[config.mk]
export PLATFORM = sky130hd
export DESIGN_NAME = alu_operand_stage_flat
export DESIGN_NICKNAME = d
export VERILOG_FILES = /design/src/rtl/alu_operand_stage_if.sv /design/src/rtl/alu_operand_stage.sv /design/src/flat_wrapper.sv
export SDC_FILE = /design/constraint.sdc
export NUM_CORES = 1
export LEC_CHECK = 0
export ABC_AREA = 1
export CAP_MARGIN = 20
export CORE_ASPECT_RATIO = 1.1
export CORE_MARGIN = 5
export CORE_UTILIZATION = 40
export DETAILED_ROUTE_END_ITERATION = 8
export PLACE_DENSITY = 0.73
export SYNTH_ARGS = -nofsm -noshare
export SYNTH_HDL_FRONTEND = slang
export SYNTH_SLANG_ARGS = --single-unit
export TNS_END_PERCENT = 5
[constraint.sdc]
create_clock -name clk -period 1.5 [get_ports clk]
set_clock_uncertainty 0.05 [all_clocks]
set_input_delay 0.15 -clock clk [delete_from_list [all_inputs] [get_ports clk]]
set_output_delay 0.15 -clock clk [all_outputs]
set_load 0.05 [all_outputs]
[src/rtl/alu_operand_stage_if.sv]
// Signal bundle between the ID stage, the forwarding sources and the ALU operand stage.
// Handshake: an instruction transfers on a rising edge where id_valid && id_ready.
interface alu_operand_stage_if #(
  parameter int DATA_W = 32,
  parameter int REG_AW = 5,
  parameter int FUNC_W = 6
);
  logic              id_valid;
  logic              id_ready;
  logic [FUNC_W-1:0] id_func;
  logic [REG_AW-1:0] id_rs_addr;
  logic [REG_AW-1:0] id_rt_addr;
  logic [DATA_W-1:0] id_rs_data;
  logic [DATA_W-1:0] id_rt_data;
  logic [DATA_W-1:0] id_imm;
  logic [4:0]        id_shamt;
  logic              id_use_imm;
  logic              id_use_shamt;
  logic [REG_AW-1:0] id_rd_addr;
  logic              id_reg_write;
  logic              id_mem_read;
  logic              flush;
  logic              ex_stall;
  logic              exmem_reg_write;
  logic [REG_AW-1:0] exmem_rd_addr;
  logic [DATA_W-1:0] exmem_result;
  logic              memwb_reg_write;
  logic [REG_AW-1:0] memwb_rd_addr;
  logic [DATA_W-1:0] memwb_result;
  logic              ex_valid;
  logic [FUNC_W-1:0] ex_func;
  logic [DATA_W-1:0] ex_op_0;
  logic [DATA_W-1:0] ex_op_1;
  logic [REG_AW-1:0] ex_rd_addr;
  logic              ex_reg_write;
  logic              ex_mem_read;

  modport master (
    output id_valid, id_func, id_rs_addr, id_rt_addr, id_rs_data, id_rt_data,
           id_imm, id_shamt, id_use_imm, id_use_shamt, id_rd_addr, id_reg_write,
           id_mem_read, flush, ex_stall, exmem_reg_write, exmem_rd_addr,
           exmem_result, memwb_reg_write, memwb_rd_addr, memwb_result,
    input  id_ready, ex_valid, ex_func, ex_op_0, ex_op_1, ex_rd_addr,
           ex_reg_write, ex_mem_read
  );

  modport slave (
    input  id_valid, id_func, id_rs_addr, id_rt_addr, id_rs_data, id_rt_data,
           id_imm, id_shamt, id_use_imm, id_use_shamt, id_rd_addr, id_reg_write,
           id_mem_read, flush, ex_stall, exmem_reg_write, exmem_rd_addr,
           exmem_result, memwb_reg_write, memwb_rd_addr, memwb_result,
    output id_ready, ex_valid, ex_func, ex_op_0, ex_op_1, ex_rd_addr,
           ex_reg_write, ex_mem_read
  );
endinterface

[src/rtl/alu_operand_stage.sv]
// ID/EX register ahead of the ALU: stores the decoded instruction, resolves
// EX/MEM and MEM/WB forwarding, selects operands and raises load-use stalls.
module alu_operand_stage #(
  parameter int DATA_W = 32,
  parameter int REG_AW = 5,
  parameter int FUNC_W = 6
) (
  input logic                clk,
  input logic                rst_n,
  alu_operand_stage_if.slave bus
);

  logic              valid_q;
  logic [FUNC_W-1:0] func_q;
  logic [REG_AW-1:0] rs_addr_q;
  logic [REG_AW-1:0] rt_addr_q;
  logic [DATA_W-1:0] rs_data_q;
  logic [DATA_W-1:0] rt_data_q;
  logic [DATA_W-1:0] imm_q;
  logic [4:0]        shamt_q;
  logic              use_imm_q;
  logic              use_shamt_q;
  logic [REG_AW-1:0] rd_addr_q;
  logic              reg_write_q;
  logic              mem_read_q;

  logic [DATA_W-1:0] fwd_rs;
  logic [DATA_W-1:0] fwd_rt;
  logic [DATA_W-1:0] op_0;
  logic [DATA_W-1:0] op_1;
  logic              hazard;
  logic              ready;

  // EX/MEM is the younger producer, so it wins over MEM/WB; r0 is never forwarded.
  always_comb begin
    fwd_rs = rs_data_q;
    if (bus.exmem_reg_write && (bus.exmem_rd_addr == rs_addr_q) && (rs_addr_q != '0))
      fwd_rs = bus.exmem_result;
    else if (bus.memwb_reg_write && (bus.memwb_rd_addr == rs_addr_q) && (rs_addr_q != '0))
      fwd_rs = bus.memwb_result;

    fwd_rt = rt_data_q;
    if (bus.exmem_reg_write && (bus.exmem_rd_addr == rt_addr_q) && (rt_addr_q != '0))
      fwd_rt = bus.exmem_result;
    else if (bus.memwb_reg_write && (bus.memwb_rd_addr == rt_addr_q) && (rt_addr_q != '0))
      fwd_rt = bus.memwb_result;
  end

  always_comb begin
    op_0 = fwd_rs;
    op_1 = fwd_rt;
    if (use_shamt_q) begin
      op_0 = fwd_rt;
      op_1 = {{(DATA_W-5){1'b0}}, shamt_q};
    end else if (use_imm_q) begin
      op_1 = imm_q;
    end
  end

  // rt is compared even for immediate forms: cheaper than decoding which operands are read.
  assign hazard = valid_q && mem_read_q && (rd_addr_q != '0) &&
                  ((rd_addr_q == bus.id_rs_addr) || (rd_addr_q == bus.id_rt_addr));
  assign ready  = !bus.ex_stall && !hazard && !bus.flush;

  always_ff @(posedge clk or negedge rst_n) begin
    if (!rst_n) begin
      valid_q     <= 1'b0;
      func_q      <= '0;
      rs_addr_q   <= '0;
      rt_addr_q   <= '0;
      rs_data_q   <= '0;
      rt_data_q   <= '0;
      imm_q       <= '0;
      shamt_q     <= '0;
      use_imm_q   <= 1'b0;
      use_shamt_q <= 1'b0;
      rd_addr_q   <= '0;
      reg_write_q <= 1'b0;
      mem_read_q  <= 1'b0;
    end else if (bus.flush) begin
      valid_q <= 1'b0;
    end else if (bus.ex_stall) begin
      // Refresh so results retiring from MEM/WB during the stall are not lost.
      rs_data_q <= fwd_rs;
      rt_data_q <= fwd_rt;
    end else if (bus.id_valid && ready) begin
      valid_q     <= 1'b1;
      func_q      <= bus.id_func;
      rs_addr_q   <= bus.id_rs_addr;
      rt_addr_q   <= bus.id_rt_addr;
      rs_data_q   <= bus.id_rs_data;
      rt_data_q   <= bus.id_rt_data;
      imm_q       <= bus.id_imm;
      shamt_q     <= bus.id_shamt;
      use_imm_q   <= bus.id_use_imm;
      use_shamt_q <= bus.id_use_shamt;
      rd_addr_q   <= bus.id_rd_addr;
      reg_write_q <= bus.id_reg_write;
      mem_read_q  <= bus.id_mem_read;
    end else begin
      valid_q <= 1'b0;
    end
  end

  assign bus.id_ready     = ready;
  assign bus.ex_valid     = valid_q;
  assign bus.ex_func      = func_q;
  assign bus.ex_op_0      = op_0;
  assign bus.ex_op_1      = op_1;
  assign bus.ex_rd_addr   = rd_addr_q;
  assign bus.ex_reg_write = reg_write_q & valid_q;
  assign bus.ex_mem_read  = mem_read_q & valid_q;

endmodule

[src/flat_wrapper.sv]
// flat-port wrapper written by rule: the top's interface ports become plain ports
module alu_operand_stage_flat 
#(
  parameter int DATA_W = 32,
  parameter int REG_AW = 5,
  parameter int FUNC_W = 6
)
  (clk, rst_n, bus_id_valid, bus_id_func, bus_id_rs_addr, bus_id_rt_addr, bus_id_rs_data, bus_id_rt_data, bus_id_imm, bus_id_shamt, bus_id_use_imm, bus_id_use_shamt, bus_id_rd_addr, bus_id_reg_write, bus_id_mem_read, bus_flush, bus_ex_stall, bus_exmem_reg_write, bus_exmem_rd_addr, bus_exmem_result, bus_memwb_reg_write, bus_memwb_rd_addr, bus_memwb_result, bus_id_ready, bus_ex_valid, bus_ex_func, bus_ex_op_0, bus_ex_op_1, bus_ex_rd_addr, bus_ex_reg_write, bus_ex_mem_read);
  alu_operand_stage_if #(.DATA_W(DATA_W), .REG_AW(REG_AW), .FUNC_W(FUNC_W)) bus_i ();
  input logic clk;
  input logic rst_n;
  input wire logic [$bits(bus_i.id_valid)-1:0] bus_id_valid;
  input wire logic [$bits(bus_i.id_func)-1:0] bus_id_func;
  input wire logic [$bits(bus_i.id_rs_addr)-1:0] bus_id_rs_addr;
  input wire logic [$bits(bus_i.id_rt_addr)-1:0] bus_id_rt_addr;
  input wire logic [$bits(bus_i.id_rs_data)-1:0] bus_id_rs_data;
  input wire logic [$bits(bus_i.id_rt_data)-1:0] bus_id_rt_data;
  input wire logic [$bits(bus_i.id_imm)-1:0] bus_id_imm;
  input wire logic [$bits(bus_i.id_shamt)-1:0] bus_id_shamt;
  input wire logic [$bits(bus_i.id_use_imm)-1:0] bus_id_use_imm;
  input wire logic [$bits(bus_i.id_use_shamt)-1:0] bus_id_use_shamt;
  input wire logic [$bits(bus_i.id_rd_addr)-1:0] bus_id_rd_addr;
  input wire logic [$bits(bus_i.id_reg_write)-1:0] bus_id_reg_write;
  input wire logic [$bits(bus_i.id_mem_read)-1:0] bus_id_mem_read;
  input wire logic [$bits(bus_i.flush)-1:0] bus_flush;
  input wire logic [$bits(bus_i.ex_stall)-1:0] bus_ex_stall;
  input wire logic [$bits(bus_i.exmem_reg_write)-1:0] bus_exmem_reg_write;
  input wire logic [$bits(bus_i.exmem_rd_addr)-1:0] bus_exmem_rd_addr;
  input wire logic [$bits(bus_i.exmem_result)-1:0] bus_exmem_result;
  input wire logic [$bits(bus_i.memwb_reg_write)-1:0] bus_memwb_reg_write;
  input wire logic [$bits(bus_i.memwb_rd_addr)-1:0] bus_memwb_rd_addr;
  input wire logic [$bits(bus_i.memwb_result)-1:0] bus_memwb_result;
  output wire logic [$bits(bus_i.id_ready)-1:0] bus_id_ready;
  output wire logic [$bits(bus_i.ex_valid)-1:0] bus_ex_valid;
  output wire logic [$bits(bus_i.ex_func)-1:0] bus_ex_func;
  output wire logic [$bits(bus_i.ex_op_0)-1:0] bus_ex_op_0;
  output wire logic [$bits(bus_i.ex_op_1)-1:0] bus_ex_op_1;
  output wire logic [$bits(bus_i.ex_rd_addr)-1:0] bus_ex_rd_addr;
  output wire logic [$bits(bus_i.ex_reg_write)-1:0] bus_ex_reg_write;
  output wire logic [$bits(bus_i.ex_mem_read)-1:0] bus_ex_mem_read;
  assign bus_i.id_valid = bus_id_valid;
  assign bus_i.id_func = bus_id_func;
  assign bus_i.id_rs_addr = bus_id_rs_addr;
  assign bus_i.id_rt_addr = bus_id_rt_addr;
  assign bus_i.id_rs_data = bus_id_rs_data;
  assign bus_i.id_rt_data = bus_id_rt_data;
  assign bus_i.id_imm = bus_id_imm;
  assign bus_i.id_shamt = bus_id_shamt;
  assign bus_i.id_use_imm = bus_id_use_imm;
  assign bus_i.id_use_shamt = bus_id_use_shamt;
  assign bus_i.id_rd_addr = bus_id_rd_addr;
  assign bus_i.id_reg_write = bus_id_reg_write;
  assign bus_i.id_mem_read = bus_id_mem_read;
  assign bus_i.flush = bus_flush;
  assign bus_i.ex_stall = bus_ex_stall;
  assign bus_i.exmem_reg_write = bus_exmem_reg_write;
  assign bus_i.exmem_rd_addr = bus_exmem_rd_addr;
  assign bus_i.exmem_result = bus_exmem_result;
  assign bus_i.memwb_reg_write = bus_memwb_reg_write;
  assign bus_i.memwb_rd_addr = bus_memwb_rd_addr;
  assign bus_i.memwb_result = bus_memwb_result;
  assign bus_id_ready = bus_i.id_ready;
  assign bus_ex_valid = bus_i.ex_valid;
  assign bus_ex_func = bus_i.ex_func;
  assign bus_ex_op_0 = bus_i.ex_op_0;
  assign bus_ex_op_1 = bus_i.ex_op_1;
  assign bus_ex_rd_addr = bus_i.ex_rd_addr;
  assign bus_ex_reg_write = bus_i.ex_reg_write;
  assign bus_ex_mem_read = bus_i.ex_mem_read;
  alu_operand_stage #(.DATA_W(DATA_W), .REG_AW(REG_AW), .FUNC_W(FUNC_W)) u_core (.clk(clk), .rst_n(rst_n), .bus(bus_i));
endmodule
==> results.toml, run 1 <==
[status]
status = "complete, but fails checks"
violations = "negative setup slack"

[drt]
ant_nets = 0
drtPass1Iterations = 7
drc = 0
detail_route.iter0.violations = 892
via_count = 11300
routedWlPerCell_um = 17.5
route.final.wire_length_mm = 38.1
via_per_inst = 5.19

[placement]
place_ws_ns = -0.764
portBuffers = 285
dp_hpwl_mm = 26.0
gp_congestion = 0.935

[clock_network]
clock_latency_ns = 0.42
cts_tree = "built"
clock-sinks = 127
path_clk_slew_ns = 0.06
cts_made_buffers = 17
cts-htree-levels = 4
cts_max_path_buffers = 2
cts_root_buf = "clkbuf_16"

[grt]
grt_antenna_before_repair = 7
grt_use_total = 0.272
grt_pass1_vias = 10900
grt_pass1_wl_mm = 57.4
overflow = 0
grt_max_degree = 97

[floorplan]
die_h_um = 169
core.rowCount = 58
die_w_um = 154
io_pins = 286
dieArea_mm2 = 0.0260
initial_core_util = 0.403
coreArea_mm2 = 0.0227

[yosys]
synth_edf_count = 0
synth_cells = 1508
synth_most_common_cell = "nand2_1"
synth_area_leaders = "dfrtp_1 (35%), nand2_1 (22%), nand3_1 (16%)"
yosys_warnings = 0
seq_area_frac_synth = 0.347
synth.distinct_cells = 26
syn_avg_cell_area_um2 = 6.07
synth_ff_type = "dfrtp_1"
netlist_top_cells_count = "nand2_1 (546), nand3_1 (295), inv_1 (200), dfrtp_1 (127), nor2_1 (86)"
ys_async_sr_fraction = 1.00
synth_top_cell_by_area = "dfrtp_1"
synth_top_area_frac = 0.347
synthesis.area_mm2 = 0.00915
ys_seq_elements = 127
syn-num-nets = 1715

[timing]
hold_viol = 0
setup-violations-final = 191
fin_ws_ns = -1.02
rsz0062_at_grt = "yes"
holdWs_ns = 0.106
timing.fmax_mhz = 397
setup-tns-final_ns = -89.74
worst_pin_slew_ns = 0.562
fin_crit_sh = 1.68
slew_viol_final = 0
fin_crit_ns = 2.52
slew_headroom = 0.625

[setup_path]
r2r_end = "u_core.rt_data_q[12]"
reg2reg_from = "u_core.rt_addr_q[0]"
cp-start-kind = "flip-flop"
end_kind = "primary output"
rr_worst_depth = 17
cp.arrival_ns = 2.32
crit_fanout = 6
crit_required_ns = 1.30
critical_path_class = "flip-flop to primary output"
rrSetupSlack_ns = -0.93

[power_and_ir_drop]
power_density_mw_per_mm2 = 1110
ir_worst_vdd_mv = 0.680
p_leak_nw = 7.96
power_mw = 16.9

[cells_and_area]
seqCellArea_mm2 = 0.00319
fill_cells = 1893
drive_gt1_frac = 0.266
multi_input_area_mm2 = 0.00543
nNetsFinal = 2070
syn2layout_area_growth_pct = 66.6

[job]
drv_cap = 0

[worst_hold_path]
min_to = "u_core.bus.ex_valid"
worst_hold_path_type = "input port to flip-flop"
hold_path.startpoint = "bus_ex_stall"
min_path_cells = 4
[sequential cells by signal, summed over array words and instances (netlist names), 5 cells and up]
signal                 cells
u_core.imm_q              32
u_core.rs_data_q          32
u_core.rt_data_q          32
u_core.bus.ex_func         6
u_core.bus.ex_rd_addr      5
u_core.rs_addr_q           5
u_core.rt_addr_q           5
u_core.shamt_q             5
[stage by stage]
step                      area (um^2)  instances  utilization
after floorplan                  9220       1508            -
after global placement          13400       2111        0.588
after detailed placement        13400       2111        0.588
after CTS                       14500       2161        0.637
after global routing            15200       2181        0.671
final                           15200       2181        0.671
[where the power goes]
part	internal (mW)	switching [mW]	leakage, nW
Combinational	3.51	4.86	6.12
Sequential	4.02	0.396	1.56
Clock	2.55	1.56	0.279
[layout make-up]
class,instances,area share
Multi-Input combinational cell,1081,0.356
Timing Repair Buffer,426,0.320
Sequential cell,127,0.209
Inverter,210,0.0523
Clock buffer,23,0.0313
Tap cell,300,0.0246
Clock inverter,7,0.00574
Antenna cell,7,0.00115
[logic make-up after synthesis]
logic type / share of synthesized area
flip-flops: 0.347
XOR/XNOR: 0.00479
buffers and inverters: 0.136
AO/OA/AOI/OAI: 0.0555
AND/OR/NAND/NOR: 0.457
[how the worst max path moves through the flow]
stage	cells after the start	slack [ns]	from	to
after floorplan	11	-0.35	u_core.bus.ex_valid	u_core.rt_data_q[0]
after global placement	12	-0.75	bus_memwb_rd_addr[0]	bus_ex_op_1[1]
after detailed placement	12	-0.76	bus_memwb_rd_addr[2]	bus_ex_op_0[5]
after CTS	13	-0.95	u_core.rt_addr_q[2]	bus_ex_op_1[4]
after global routing	13	-1.11	u_core.rt_addr_q[0]	bus_ex_op_1[2]
final	13	-1.02	u_core.rt_addr_q[0]	bus_ex_op_1[19]
[metal layers]
layer | up-vias | wire [um] | share of wire | GRT usage
met5 | - | 0 | 0 | 0
met4 | 0 | 1370 | 0.036 | 0.113
met1 | 5251 | 14700 | 0.39 | 0.340
li1 | 5399 | - | - | -
met2 | 563 | 19100 | 0.50 | 0.457
met3 | 96 | 2950 | 0.077 | 0.0565
[what timing repair did]
action | 4_1_cts | 5_1_grt
resized for setup | 139 | 163
hold buffers | 1 | 0
gates cloned | 2 | 7
pin swaps | 27 | 46
endpoints found under the setup margin | 192 | 194
hold endpoints to repair | 100 | 0
buffers inserted | 18 | 7
[cells in the final DEF (no fill, tap or decap), types with 10 or more instances in the layout]
| cell | n |
|---|---|
| a21oi_1 | 11 |
| dfrtp_1 | 119 |
| or2_2 | 33 |
| inv_2 | 28 |
| buf_8 | 11 |
| o21ai_0 | 22 |
| clkdlybuf4s50_1 | 204 |
| buf_12 | 64 |
| o21ai_1 | 45 |
| nand3_2 | 49 |
| nand3_1 | 243 |
| nand2_1 | 467 |
| nand2_2 | 73 |
| buf_6 | 46 |
| nor2_4 | 10 |
| o21ai_2 | 19 |
| clkbuf_16 | 21 |
| inv_1 | 179 |
| nor2_2 | 10 |
| nor2_1 | 72 |
| buf_4 | 93 |
[critical path, stage by stage (launching register included)]
cell	delay, ns
dfrtp_1	0.42
inv_2	0.10
nand3_2	0.10
nor2_4	0.19
nor2_4	0.06
buf_12	0.13
nand2_8	0.10
clkbuf_16	0.16
nand2_1	0.06
nand3_2	0.07
nand2_1	0.08
o21ai_1	0.15
inv_1	0.10
buf_12	0.15
Note: power is estimated with default switching activity, not from simulation.
==> run 2: changes to the inputs <==
GPL_ROUTABILITY_DRIVEN = 0   (was unset)
==> run 2 against run 1 <==
Effect of this change:
- the run still ends with negative setup slack left
- clock-buffer cell count fell by 3
- clock power is 7.1% higher
- sequential power barely moved
- total power is 2.0% higher
- final area is 0.80% higher
- critical endpoint is now bus_ex_op_1[31]
==> results.toml, run 2 (synthesis gave the netlist of run 1 again) <==
[drt]
drtPass1Iterations = 6
drc = 0
via_count = 11400
detail_route.iter0.violations = 972
route.final.wire_length_mm = 38.8
routedWlPerCell_um = 17.8
ant_nets = 0
via_per_inst = 5.24

[floorplan]
die_h_um = 169
io_pins = 286
initial_core_util = 0.403
core.rowCount = 58
dieArea_mm2 = 0.0260
coreArea_mm2 = 0.0227
die_w_um = 154

[clock_network]
cts_root_buf = "clkbuf_16"
cts-htree-levels = 4
clock-sinks = 127
path_clk_slew_ns = 0.06
clock_latency_ns = 0.42
cts_made_buffers = 17
cts_max_path_buffers = 2
cts_tree = "built"

[setup_path]
worstSetupPathDepth = 12
cp-start-kind = "flip-flop"
end_kind = "primary output"
rrSetupSlack_ns = -0.56
cp.arrival_ns = 2.44
cp-startpoint = "u_core.rt_addr_q[4]"
r2r_end = "u_core.rt_data_q[20]"
path_delay_family = "buffers and inverters"
worstSetupEndpoint = "bus_ex_op_1[31]"
reg2reg_from = "u_core.rt_addr_q[4]"
crit_top_cell = "buf_12"
worstPathCellList = "buf_4 -> xnor2_1 -> nand2_1 -> nor2_4 -> buf_12 -> buf_12 -> buf_6 -> nand3_1 -> nand2_2 -> o21ai_1 -> inv_2 -> buf_12"
rr_worst_depth = 12
crit_required_ns = 1.30
cpMaxStageDelayCell = "dfrtp_1"
critPathMaxStageDelay_ns = 0.42
cp.buffers_inverters = 6
critical_path_class = "flip-flop to primary output"
crit_fanout = 8

[timing]
fin_ws_ns = -1.14
slew_headroom = 0.637
rsz0062_at_grt = "yes"
worst_pin_slew_ns = 0.545
hold_viol = 0
fin_crit_ns = 2.64
setup-violations-final = 191
timing.fmax_mhz = 379
slew_viol_final = 0
fin_crit_sh = 1.76

[cells_and_area]
final_common_cell = "nand2_1"
drive_gt1_frac = 0.256
final_cell_mix = "nand2_1 (472), nand3_1 (240), clkdlybuf4s50_1 (204), inv_1 (185), dfrtp_1 (119)"
top_regs = "u_core.imm_q: 32 flops, u_core.rs_data_q: 32 flops, u_core.rt_data_q: 32 flops"
design_area_mm2 = 0.0154
layout.cells.non_filler = 2180
syn2layout_area_growth_pct = 67.9
nNetsFinal = 2071

[status]
status = "complete, but fails checks"
violations = "negative setup slack"

[power_and_ir_drop]
power_density_mw_per_mm2 = 1120
ir_worst_vdd_mv = 0.757
p_leak_nw = 8.01
power_mw = 17.2

[worst_hold_path]
worst_hold_path_type = "input port to flip-flop"
hold_path.startpoint = "bus_ex_stall"

[grt]
top_usage_layer = "met2"
grt_max_degree = 97
met3_usage = 0.0532
gr-usage-met1 = 0.321
grt_antenna_before_repair = 2
overflow = 0
grt_pass1_wl_mm = 57.0
grt_pass1_vias = 11200
grt_use_total = 0.271
met2_usage = 0.476

[placement]
portBuffers = 285
place_area_mm2 = 0.0134
dp_hpwl_mm = 25.9
placed_cells = 2110
place_ws_ns = -0.827

[job]
drv_cap = 0
-- run 2: cell types whose count changed in the layout (fill, tap and decap cells not counted), moves of 5 or more --
cell	before	now
nor2_1	72	82
buf_12	64	70
inv_1	179	185
inv_2	28	22
nor2_2	10	4
o21ai_2	19	13
buf_6	46	41
nand2_1	467	472
-- run 2: per-layer routing --
| metal | share of wire | vias to the layer above |
|---|---|---|
| li1 | - | 5397 |
| met1 | 0.38 | 5278 |
| met2 | 0.50 | 621 |
| met3 | 0.083 | 117 |
| met4 | 0.040 | 0 |
| met5 | 0 | - |
-- run 2: final cells by class --
| cell class | count | area (um^2) |
|---|---|---|
| fillers | 1880 | 7350 |
| multi-input cells | 1082 | 5410 |
| repair buffers | 426 | 4970 |
| flip-flops and latches | 127 | 3190 |
| inverters | 210 | 805 |
| clock buffers | 20 | 457 |
| well taps | 300 | 375 |
| clock inverters | 12 | 160 |
| diodes | 3 | 7.51 |
-- run 2: worst register-to-register path, delay by kind of cell, from the launching register on --
family,cells,cell delay (ns)
buffers and inverters,5,0.76
and+or+nand+nor,6,0.61
xor gates and xnor gates,1,0.16
DFF,1,0.42
-- run 2: repair_timing --
| action | 4_1_cts | 5_1_grt |
|---|---|---|
| setup endpoints to repair | 192 | 193 |
| cloned | 2 | 12 |
| resized for setup | 95 | 177 |
| buffers inserted | 8 | 12 |
| pin swaps | 13 | 47 |
| hold buffers | 1 | 0 |
| endpoints found under the hold margin | 127 | 0 |
-- run 2: where the power goes --
part           switching [mW]  internal [mW]
clock                    1.68           2.72
sequential              0.378           4.02
combinational            4.91           3.52
total                    6.97           10.3
-- run 2: worst min path at each step --
stage                             to  cells after the start  slack [ns]
4_1_cts          u_core.bus.ex_valid                      4        0.11
6_report         u_core.bus.ex_valid                      4        0.10
2_1_floorplan  u_core.bus.ex_func[0]                      0       -0.20
5_1_grt          u_core.bus.ex_valid                      4        0.13
3_3_place_gp    u_core.rt_data_q[14]                      1        0.05
3_5_place_dp    u_core.rt_data_q[13]                      1        0.05
-- run 2: through the flow --
stage          utilization  setup TNS (ns)  hold slack (ns)
3_5_place_dp         0.589         -107.60           0.0531
3_3_place_gp         0.589         -104.20           0.0533
5_1_grt              0.676         -122.00            0.132
6_report             0.677         -102.29            0.100
4_1_cts              0.633          -92.29            0.109
2_1_floorplan            -          -62.64           -0.196
